**config.mk**
```make
export PLATFORM = sky130hd
export DESIGN_NAME = jtag_dr_tdo
export DESIGN_NICKNAME = d
export VERILOG_FILES = /design/src/rtl/jtag_dr_tdo.sv
export SDC_FILE = /design/constraint.sdc
export NUM_CORES = 1
export LEC_CHECK = 0
export BUFFER_PORTS_ARGS = -buffer_cell sky130_fd_sc_hd__buf_2
export CAP_MARGIN = 0
export CORE_MARGIN = 2
export CORE_UTILIZATION = 55
export CTS_CLUSTER_DIAMETER = 50
export DETAILED_ROUTE_END_ITERATION = 10
export PLACE_DENSITY = 0.89
export SYNTH_ARGS = -nofsm -noshare
export SYNTH_HDL_FRONTEND = slang
export SYNTH_SLANG_ARGS = --single-unit
```
**constraint.sdc**
```tcl
create_clock -name clk -period 1.6 [get_ports clk]
set_input_delay 0.4 -clock clk [delete_from_list [all_inputs] [get_ports clk]]
set_output_delay 0.4 -clock clk [all_outputs]
set_load 0.05 [all_outputs]
```
**src/rtl/jtag_dr_tdo.sv**
```systemverilog
// jtag_dr_tdo: TDO-side ER1/ER2 mailbox transmitter for JTAGG, oversampling JTCK in the clk domain.
// Define JTAG_DR_TDO_STATUS_EN to prepend a valid flag (bit 0) to each captured word.
module jtag_dr_tdo #(
  parameter int WIDTH       = 32,
  parameter int SYNC_STAGES = 4
) (
  input  logic             clk,
  input  logic             rstn,
  input  logic             jtck,
  input  logic             jshift,
  input  logic             jce1,
  input  logic             jce2,
  input  logic             jrstn,
  input  logic [WIDTH-1:0] tx_data0,
  input  logic             tx_load0,
  output logic             tx_full0,
  output logic             tx_taken0,
  input  logic [WIDTH-1:0] tx_data1,
  input  logic             tx_load1,
  output logic             tx_full1,
  output logic             tx_taken1,
  output logic             jtdo1,
  output logic             jtdo2
);
`ifdef JTAG_DR_TDO_STATUS_EN
  localparam int SW = WIDTH + 1;
`else
  localparam int SW = WIDTH;
`endif
  localparam int N = SYNC_STAGES;
  logic [N-1:0]     r_tck, r_sh, r_ce1, r_ce2;
  logic             w_rise, w_fall, w_shift;
  logic [1:0]       w_ce, w_load, w_cap, w_shf, w_full, w_taken, w_tdo;
  logic [WIDTH-1:0] w_data [2];
  always_ff @(posedge clk or negedge rstn) begin
    if (!rstn) begin
      r_tck <= '0;
      r_sh  <= '0;
      r_ce1 <= '0;
      r_ce2 <= '0;
    end else begin
      r_tck <= {r_tck[N-2:0], jtck};
      r_sh  <= {r_sh[N-2:0], jshift};
      r_ce1 <= {r_ce1[N-2:0], jce1};
      r_ce2 <= {r_ce2[N-2:0], jce2};
    end
  end
  assign w_rise    = ~r_tck[N-1] & r_tck[N-2];
  assign w_fall    = r_tck[N-1] & ~r_tck[N-2];
  assign w_shift   = r_sh[N-2];
  // ER1 wins if both enables are ever seen together
  assign w_ce      = {r_ce2[N-2] & ~r_ce1[N-2], r_ce1[N-2]};
  assign w_load    = {tx_load1, tx_load0};
  assign w_data[0] = tx_data0;
  assign w_data[1] = tx_data1;
  assign w_cap     = w_ce & {2{w_rise & ~w_shift & jrstn}};
  assign w_shf     = w_ce & {2{w_rise & w_shift & jrstn}};
  for (genvar k = 0; k < 2; k++) begin : g_ch
    logic [WIDTH-1:0] r_mb;
    logic             r_full, r_taken, r_tdo;
    logic [SW-1:0]    r_shreg, w_cap_word;
`ifdef JTAG_DR_TDO_STATUS_EN
    assign w_cap_word = {r_mb, 1'b1};
`else
    assign w_cap_word = r_mb;
`endif
    always_ff @(posedge clk or negedge rstn) begin
      if (!rstn) begin
        r_mb    <= '0;
        r_full  <= 1'b0;
        r_taken <= 1'b0;
        r_shreg <= '0;
        r_tdo   <= 1'b0;
      end else begin
        r_taken <= w_cap[k] & r_full;
        if (w_load[k]) begin
          r_mb   <= w_data[k];
          r_full <= 1'b1;
        end else if (w_cap[k]) r_full <= 1'b0;
        if (!jrstn) begin
          r_shreg <= '0;
          r_tdo   <= 1'b0;
        end else begin
          if (w_cap[k]) r_shreg <= r_full ? w_cap_word : '0;
          else if (w_shf[k]) r_shreg <= {1'b0, r_shreg[SW-1:1]};
          if (w_fall && w_ce[k]) r_tdo <= r_shreg[0];
        end
      end
    end
    assign w_full[k]  = r_full;
    assign w_taken[k] = r_taken;
    assign w_tdo[k]   = r_tdo;
  end
  assign tx_full0  = w_full[0];
  assign tx_full1  = w_full[1];
  assign tx_taken0 = w_taken[0];
  assign tx_taken1 = w_taken[1];
  assign jtdo1     = w_tdo[0];
  assign jtdo2     = w_tdo[1];
endmodule

```
# Word level (Yosys, flattened, before mapping)

Cells that the tools add are included.

Bits in registers: 147
Input bits: 73

Bitwise logic cells: 15
Reduce and logical (&&, ||, !) cells: 4
Muxes and demuxes: 16
Eq/ne operators: 4

Operator list:

| kind                                                   | number |
|---|---|
| 2-to-1 mux 32 bit                                      | 8 |
| AND 1 bit                                              | 9 |
| 2-to-1 mux 1 bit                                       | 8 |
| inequality test 3 x 1 -> 1 bit (second input constant) | 2 |
| AND 2 bit                                              | 2 |
| inequality test 2 x 1 -> 1 bit (second input constant) | 2 |
| NOT 1 bit                                              | 4 |
| nonzero test 2 bit                                     | 2 |
| logical AND 1 bit                                      | 2 |

# Depth between registers and ports, before layout

Gate-level depths: netlist of run 1.

Depth after elaboration: 8
Depth in mapped cells: 6

# Worst setup path after synthesis of run 1

No wires, ideal clock.

Kind: register to register
Start: register g_ch[1].r_full (netlist: tx_full1)
End: register g_ch[1].r_shreg[13]
Library setup time: 0.077 ns
Path buffers: 2
Arrival time: 1.419 ns
Stages on the path, launching flop included: 6
Required time: 1.523 ns
Setup slack: 0.104 ns
Cells stage by stage: dfrtp_1 > and3b_1 > clkbuf_1 > buf_2 > a22oi_1 > a21oi_1

Longest elaborated chain between the ends: 3

Ends and longest elaborated chain:

| what                           | RTL line | text |
|---|---|---|
| start: declaration             | 60       | `logic r_full, r_taken, r_tdo;` |
| start signal: assignment       | 70       | `r_full <= 1'b0;` |
| start signal: assignment       | 78       | `r_full <= 1'b1;` |
| start signal: assignment       | 79       | `end else if (w_cap[k]) r_full <= 1'b0;` |
| 2-to-1 mux 32 bit (2 in a row) | 84       | `if (w_cap[k]) r_shreg <= r_full ? w_cap_word : '0;` |
| 2-to-1 mux 32 bit              | 80       | `if (!jrstn) begin` |
| end signal: assignment         | 84       |  |
| end signal: assignment         | 85       | `else if (w_shf[k]) r_shreg <= {1'b0, r_shreg[SW-1:1]};` |
| end: declaration               | 61       | `logic [SW-1:0] r_shreg, w_cap_word;` |

No other way between the ends.
A chain may end at the register's enable or synchronous reset.

# Worst setup path after layout of run 1

Start: register g_ch[1].r_tdo (netlist: jtdo2)
End: output jtdo2

RTL lines:

| what                     | RTL line | text |
|---|---|---|
| start: declaration       | 60       |  |
| start signal: assignment | 86       | `if (w_fall && w_ce[k]) r_tdo <= r_shreg[0];` |
| end: declaration         | 23       | `output logic jtdo2` |

No word-level cell between the ends.

==> summary.txt, run 1 <==
Status
  • Status: finished, final reports clean

Place
  • Port Buffers: about 80
  • Final RePlAce weighted congestion: between 0.7 and 0.8
  • Post-place setup slack: 0.0217 ns
  • DP HPWL: approximately 7600 um
  • Placed Instances: ~650
  • Placed inst area: between 6000 and 7000 sq um

Timing
  • Tcrit/Tclk final: 96.9%
  • Worst Tran Pin Value: around 0.47 ns
  • Final worst slack: 0.0489 ns
  • Slew HR: between 60 and 70%
  • Slew Limit Fails: 0
  • Post-route minimum period: between 1.5 and 2 ns
  • FMAX: 0.645 GHz
  • Setup-failing EPs final: 0
  • Clock Skews: ~0.0068 ns
  • TNS Setup: 0 ns
  • Hold Violations, Final: 0
  • RSZ-0062 raised after global routing: true

Clock tree
  • Clock Tree Buf Depth: 2
  • CTS tree: done
  • # Post-CTS Setup Buffers: 0
  • Htree depth: 4
  • Clk_lat worst skew: roughly 0.53 ns
  • CTS clk-pin slew, worst paths: 0.06 ns
  • Root Buffer: clkbuf_8
  • Clock sink count: about 150
  • Num CTS Buffers: 17

Drt
  • Vias per std cell: 5.88
  • # DRC: 0
  • Routed WL: about 12,000 um
  • Routed via count: 4,048
  • Drt pass-1 iters: 5
  • DR WL/cell: between 15 and 20 um
  • Post-detailed-route count of antenna-violating nets: 0
  • 1st-iter DRT viols: between 200 and 250

Die
  • Initial Util: a little under three fifths
  • Die area: around 12,000 sq um
  • Die Height: between 100 and 150 um
  • Chip width: ~110 um
  • Row cnt: 38
  • Core area: between 10,000 and 15,000 sq um
  • Top Ports: 79

Synth
  • Synth top area share: approximately 60%
  • Count leader, synth: dfrtp_1
  • FF+latch count, synth: roughly 150
  • FFs w/ async S/R, synth: between 90% and 100%
  • Seq/Total Area, Yosys: between 60% and 70%
  • Top post-synthesis cells by count: 147 x dfrtp_1, 64 x mux2_2, 62 x a21oi_1, 62 x and3_1
  • Main synth FF type: dfrtp_1
  • Top area cells in the synthesized netlist: dfrtp_1 61%, mux2_2 12%, and3_1 6.5%, a21oi_1 5.2%, a211o_1 4.5%
  • Number of synthesized flops with an enable pin: 0
  • Syn_area_per_cell: around 13 sq um
  • Post-synth cell types: 24
  • Mapped Cells: between 400 and 500
  • Synth area leader: dfrtp_1
  • Mapped Area: 6010 sq um
  • Syn nets: ~540
  • Synth warn: 0

Pwr
  • Sw Pwr: between 0.0015 and 0.002 W
  • Sw frac: between 20% and 30%
  • Logic pwr share: between 7 and 8%
  • Static leakage: 3.72 nW
  • Power Internal: ~0.0066 W
  • Clk pwr share: 43.8%
  • Peak supply drop: about 0.86 mV
  • Overall power: approximately 0.0085 W
  • Cell Pwr Density: roughly 1200 nW/um^2
  • Sequential share of power: 48.4%

Setup path
  • Delay-heaviest family, CP: flip-flops
  • Buf+Inv Stages, Crit Path: 1
  • Worst Reg-to-Reg Cells: 4
  • Critical Path, Cell by Cell: buf_2
  • CP endpoint kind: output pin
  • CP Class: flop to output pin
  • Slowest library cell on the worst path: dfrtp_1
  • Reg2reg setup slack: ~0.060 ns
  • CP max FO: 2
  • CP peak stage delay: between 0.3 and 0.4 ns
  • R2r endpoint: g_ch[1].r_shreg[12]$_DFFE_PN0P_
  • CP required: between 1 and 1.5 ns
  • CP arrival: around 1.2 ns
  • Worst setup SP type: flop
  • Worst r2r src: r_sh[2]$_DFF_PN0_

Min path
  • Worst hold path class: primary input to flop
  • Hold Crit Start: tx_data0[8]
  • Hold path cells: 2
  • WHS Endpoint: g_ch[0].r_mb[8]$_DFFE_PN0P_

Layout
  • Share of cells above drive strength 1: about 34%
  • Non-Filler Instances: ~690
  • Fillers: about 760
  • Nets: 610
  • Register area: approximately 3700 sq um
  • Area growth, synth to finish: 19.6%
  • Design area: about 7000 sq um
  • Ant. Diodes: 0
  • Area of the multi-input gates: 2110 sq um

Global routing
  • Grt total ovfl: 0
  • Vias in the first global route: about 4,100
  • Pin count of the biggest net entering global routing: 48
  • Gr usage total: roughly 22%
  • First-pass GRT wire length: approximately 20,000 um
  • Initial antenna violation count: 0

Job
  • Max Cap Viol: 0
==> what timing repair did <==
| action | 4_1_cts | 5_1_grt |
|---|---|---|
| hold buffers | 5 | 0 |
| gates resized for setup | 2 | 1 |
| hold endpoints to repair | 34 | 0 |
| pin swaps | 0 | 3 |
| cloned | 0 | 0 |
| setup endpoints to repair | 2 | 6 |
==> logic make-up (layout without fill, tap and decap cells) <==
group,after synthesis,in the layout,share of synthesized area (%)
mux,66,66,12.3
simple gates,80,80,8.73
buf+inv,43,128,3.65
compound gates,128,128,14.1
flops,147,147,61.2
==> state kept, by name, indices dropped and copies added, names as in the netlist <==
register	cells
g_ch.r_mb	64
g_ch.r_shreg	64
jtdo1	1
jtdo2	1
r_ce1	3
r_ce2	3
r_sh	3
r_tck	4
tx_full0	1
tx_full1	1
tx_taken0	1
tx_taken1	1
==> worst max-delay path by stage <==
stage                                    start                         endpoint  slack, ns  cells past startpoint
after floorplan           tx_full1$_DFFE_PN0P_  g_ch[1].r_shreg[13]$_DFFE_PN0P_       0.10                      5
after global placement                   jrstn   g_ch[1].r_shreg[3]$_DFFE_PN0P_        0.1                      5
after detailed placement                 jrstn  g_ch[1].r_shreg[12]$_DFFE_PN0P_       0.02                      5
after CTS                 tx_full1$_DFFE_PN0P_                         tx_full1       0.01                      1
after global routing        r_tck[3]$_DFF_PN0_  g_ch[0].r_shreg[27]$_DFFE_PN0P_      -0.01                      3
final                        jtdo2$_DFFE_PN0P_                            jtdo2       0.05                      1
==> per-stage QoR <==
| stage | util, % | hold WS [ns] |
|---|---|---|
| global placement | 61.1 | 0.298 |
| finish | 66.8 | 0.0974 |
| CTS | 66.8 | 0.0809 |
| floorplan | - | 0.104 |
| detailed placement | 61.1 | 0.305 |
| global route | 66.8 | 0.0802 |
==> power by group through the flow <==
stage	Combinational [W]	Clock [W]	Sequential, W
2_1_floorplan	0.000392	0	0.00412
3_3_place_gp	0.000613	0	0.00416
3_5_place_dp	0.000655	0	0.00417
4_1_cts	0.000674	0.00378	0.00411
5_1_grt	0.000735	0.00395	0.00413
6_report	0.000667	0.00372	0.00411
==> final cells by class <==
cell class,count,area share (%)
clock buffer,21,6.25
clock inverter,10,1.50
tap,140,2.44
multi-input combinational,274,29.4
timing repair buffer,97,9.20
sequential,147,51.2
==> cells in the final DEF (no fill, tap or decap) <==
cell / synthesis / routed
dfrtp_1: 147 / 147
buf_2: 19 / 75
mux2_2: 64 / 64
and3_1: 62 / 62
a21oi_1: 62 / 62
a211o_1: 31 / 31
a22oi_1: 31 / 31
clkbuf_16: 0 / 16
buf_12: 0 / 8
buf_4: 1 / 7
clkinv_2: 0 / 6
dlygate4sd3_1: 0 / 5
nor2b_1: 3 / 3
nand2_1: 3 / 3
clkbuf_8: 0 / 3
nand3b_1: 2 / 2
a21o_1: 2 / 2
mux2i_1: 2 / 2
nand4b_1: 2 / 2
a21boi_0: 2 / 2
clkbuf_1: 19 / 2
bufinv_16: 0 / 2
buf_6: 4 / 2
and4bb_2: 1 / 1
and3b_1: 1 / 1
and2_1: 2 / 1
and3b_4: 1 / 1
and3_4: 1 / 1
and2_2: 0 / 1
nor4bb_1: 1 / 1
nand2b_1: 1 / 1
inv_6: 0 / 1
clkinv_4: 0 / 1
==> layer usage <==
metal / share of wire [%] / vias up / global-route usage (%)
met2: 53 / 93 / 37.0
met5: 0 / - / 0
met4: 1.8 / 0 / 9.52
met1: 41 / 2077 / 26.8
met3: 4.0 / 20 / 5.42
li1: - / 1858 / -
==> worst reg2reg max path, delay by kind of cell (launching register included) <==
kind / cells / cell delay, ns
and+or+nand+nor: 1 / 0.48
DFF: 1 / 0.41
AOI/OAI and AO/OA: 2 / 0.31
buffers and inverters: 1 / 0.26
No activity file was read; power rests on OpenSTA's default activity.
==> run 2, diff against run 1 <==
CORE_MARGIN = unset   (was 2)
==> summary.txt, run 2 (synthesis gave the netlist of run 1 again) <==
Timing
  • Slew HR: 71.6% (was 68.5%)
  • Worst Tran Pin Value: 0.420 ns (was 0.467 ns)
  • Setup-failing EPs final: 0 (unchanged)
  • Hold WS: 0.101 ns (was 0.0974 ns)
  • Post-route minimum period: 1.55 ns (about the same)
  • Slew Limit Fails: 0 (unchanged)
  • Tcrit/Tclk final: 96.8% (was 96.9%)
  • Clock Skews: 0.00801 ns (was 0.00676 ns)
  • RSZ-0062 raised after global routing: false (was true)
  • FMAX: 0.645 GHz (about the same)
  • Hold Violations, Final: 0 (unchanged)

Layout
  • Final core utilization: 69.0% (was 66.8%)
  • Most common cell after layout, fill and taps aside: dfrtp_1 (unchanged)
  • Area growth, synth to finish: 20.2% (was 19.6%)
  • Top Registers: g_ch.r_mb: 64 flops, g_ch.r_shreg: 64 flops, r_tck: 4 flops (unchanged)
  • Register area: 3680 sq um (unchanged)
  • Share of cells above drive strength 1: 34.8% (was 34.4%)
  • Fillers: 720 (was 763)
  • Nets: 611 (was 610)
  • Area of the multi-input gates: 2110 sq um (about the same)
  • Ant. Diodes: 0 (unchanged)
  • Most frequent cells in the layout: 147 x dfrtp_1, 74 x buf_2, 64 x mux2_2 (was 147 x dfrtp_1, 75 x buf_2, 64 x mux2_2)
  • Non-Filler Instances: 687 (was 689)

Place
  • Final RePlAce weighted congestion: 0.786 (was 0.777)
  • Port Buffers: 78 (unchanged)
  • DP HPWL: 7520 um (was 7590 um)
  • Placed Instances: 650 (was 653)

Setup path
  • Delay-heaviest family, CP: flip-flops (unchanged)
  • CP required: 1.20 ns (about the same)
  • CP peak stage delay: 0.40 ns (was 0.35 ns)
  • CP arrival: 1.15 ns (about the same)
  • CP endpoint kind: output pin (unchanged)
  • Critical Path, Cell by Cell: buf_4 (was buf_2)
  • Worst setup SP type: flop (unchanged)
  • Buf+Inv Stages, Crit Path: 1 (unchanged)
  • CP max FO: 4 (was 2)
  • CP Class: flop to output pin (unchanged)
  • Slowest library cell on the worst path: dfrtp_1 (unchanged)

Die
  • Top Ports: 79 (unchanged)
  • Die area: 11,300 sq um (was 11,800 sq um)
  • Initial Util: 57.4% (was 55.9%)
  • Row cnt: 37 (was 38)
  • Chip width: 107 um (was 109 um)
  • Die Height: 107 um (was 109 um)
  • Core area: 10,500 sq um (was 10,700 sq um)

Drt
  • DR WL/cell: 17.6 um (was 17.8 um)
  • Vias per std cell: 5.89 (was 5.88)
  • 1st-iter DRT viols: 315 (was 246)
  • Drt pass-1 iters: 5 (unchanged)
  • Routed via count: 4,046 (was 4,048)
  • Routed WL: 12,100 um (was 12,300 um)
  • # DRC: 0 (unchanged)
  • Post-detailed-route count of antenna-violating nets: 0 (unchanged)

Global routing
  • First-pass GRT wire length: 20,300 um (was 19,600 um)
  • Grt total ovfl: 0 (unchanged)
  • Gr usage total: 23.6% (was 21.9%)
  • Initial antenna violation count: 0 (unchanged)
  • Vias in the first global route: 4,203 (was 4,064)
  • Pin count of the biggest net entering global routing: 55 (was 48)

Clock tree
  • Clock Tree Buf Depth: 2 (unchanged)
  • Clock sink count: 147 (unchanged)
  • Root Buffer: clkbuf_8 (unchanged)
  • CTS clk-pin slew, worst paths: 0.06 ns (about the same)
  • Num CTS Buffers: 17 (unchanged)
  • CTS tree: done (unchanged)
  • Htree depth: 4 (unchanged)
  • Clk_lat worst skew: 0.53 ns (about the same)

Pwr
  • Cell Pwr Density: 1210 nW/um^2 (was 1180 nW/um^2)
  • Static leakage: 3.73 nW (was 3.72 nW)
  • Peak supply drop: 1.12 mV (was 0.860 mV)

Status
  • Status: finished, final reports clean (unchanged)

Min path
  • Worst hold path class: primary input to flop (unchanged)

Job
  • Max Cap Viol: 0 (unchanged)
==> run 2: cell types whose count changed in the layout (fill, tap and decap cells not counted), sizes merged <==
| cell | change |
|---|---|
| clkinv | -1 |
| clkinvlp | +2 |
| bufinv | +1 |
==> run 2: stage by stage <==
stage | setup TNS [ns] | power, W | worst slack, ns | area [sq um]
finish | 0 | 0.00875 | 0.0505 | 7220
floorplan | 0 | 0.00451 | 0.104 | 6010
global placement | 0 | 0.00477 | 0.0839 | 6560
CTS | 0 | 0.00883 | 0.0197 | 7210
global route | 0 | 0.00910 | 0.00520 | 7220
detailed placement | -0.000161 | 0.00483 | -0.000161 | 6560
==> run 2: worst paths after layout <==
path | startpoint | end | slack (ns) | cells after the start
max | tx_full1$_DFFE_PN0P_ | tx_full1 | 0.05 | 1
min reg2reg | r_tck[1]$_DFF_PN0_ | r_tck[2]$_DFF_PN0_ | 0.34 | 0
max reg2reg | r_tck[3]$_DFF_PN0_ | g_ch[0].r_shreg[26]$_DFFE_PN0P_ | 0.18 | 3
min in group asynchronous | rstn | g_ch[0].r_mb[18]$_DFFE_PN0P_ | 0.30 | 2
max in group asynchronous | rstn | g_ch[1].r_mb[14]$_DFFE_PN0P_ | 0.74 | 3
min | tx_data0[3] | g_ch[0].r_mb[3]$_DFFE_PN0P_ | 0.10 | 2
==> run 2: layout make-up <==
type / instances / share of cell area [%]
Sequential cell: 147 / 51.0
Multi-Input combinational cell: 274 / 29.3
Timing Repair Buffer: 98 / 9.12
Clock buffer: 20 / 6.17
Tap cell: 136 / 2.36
Clock inverter: 12 / 2.15
==> run 2: what timing repair did <==
item,in CTS,in global routing
pin swaps,0,0
gates cloned,0,0
hold endpoints to repair,27,0
hold buffers,5,0
buffers inserted,0,0
resized for setup,2,3
setup endpoints to repair,2,19
==> run 2: metal layers <==
metal	part of all wire, %	track usage (%)	up-vias
met1	40	28.9	2051
met2	54	39.1	110
li1	-	-	1863
met3	3.5	6.13	22
met5	0	0	-
met4	2.3	11.1	0
==> run 2: where the power goes <==
part	switching [W]	leakage (nW)	total [W]	internal (W)
Combinational	0.000324	1.59	0.000667	0.000343
Clock	0.00151	0.291	0.00398	0.00246
Sequential	0.000146	1.85	0.00411	0.00396
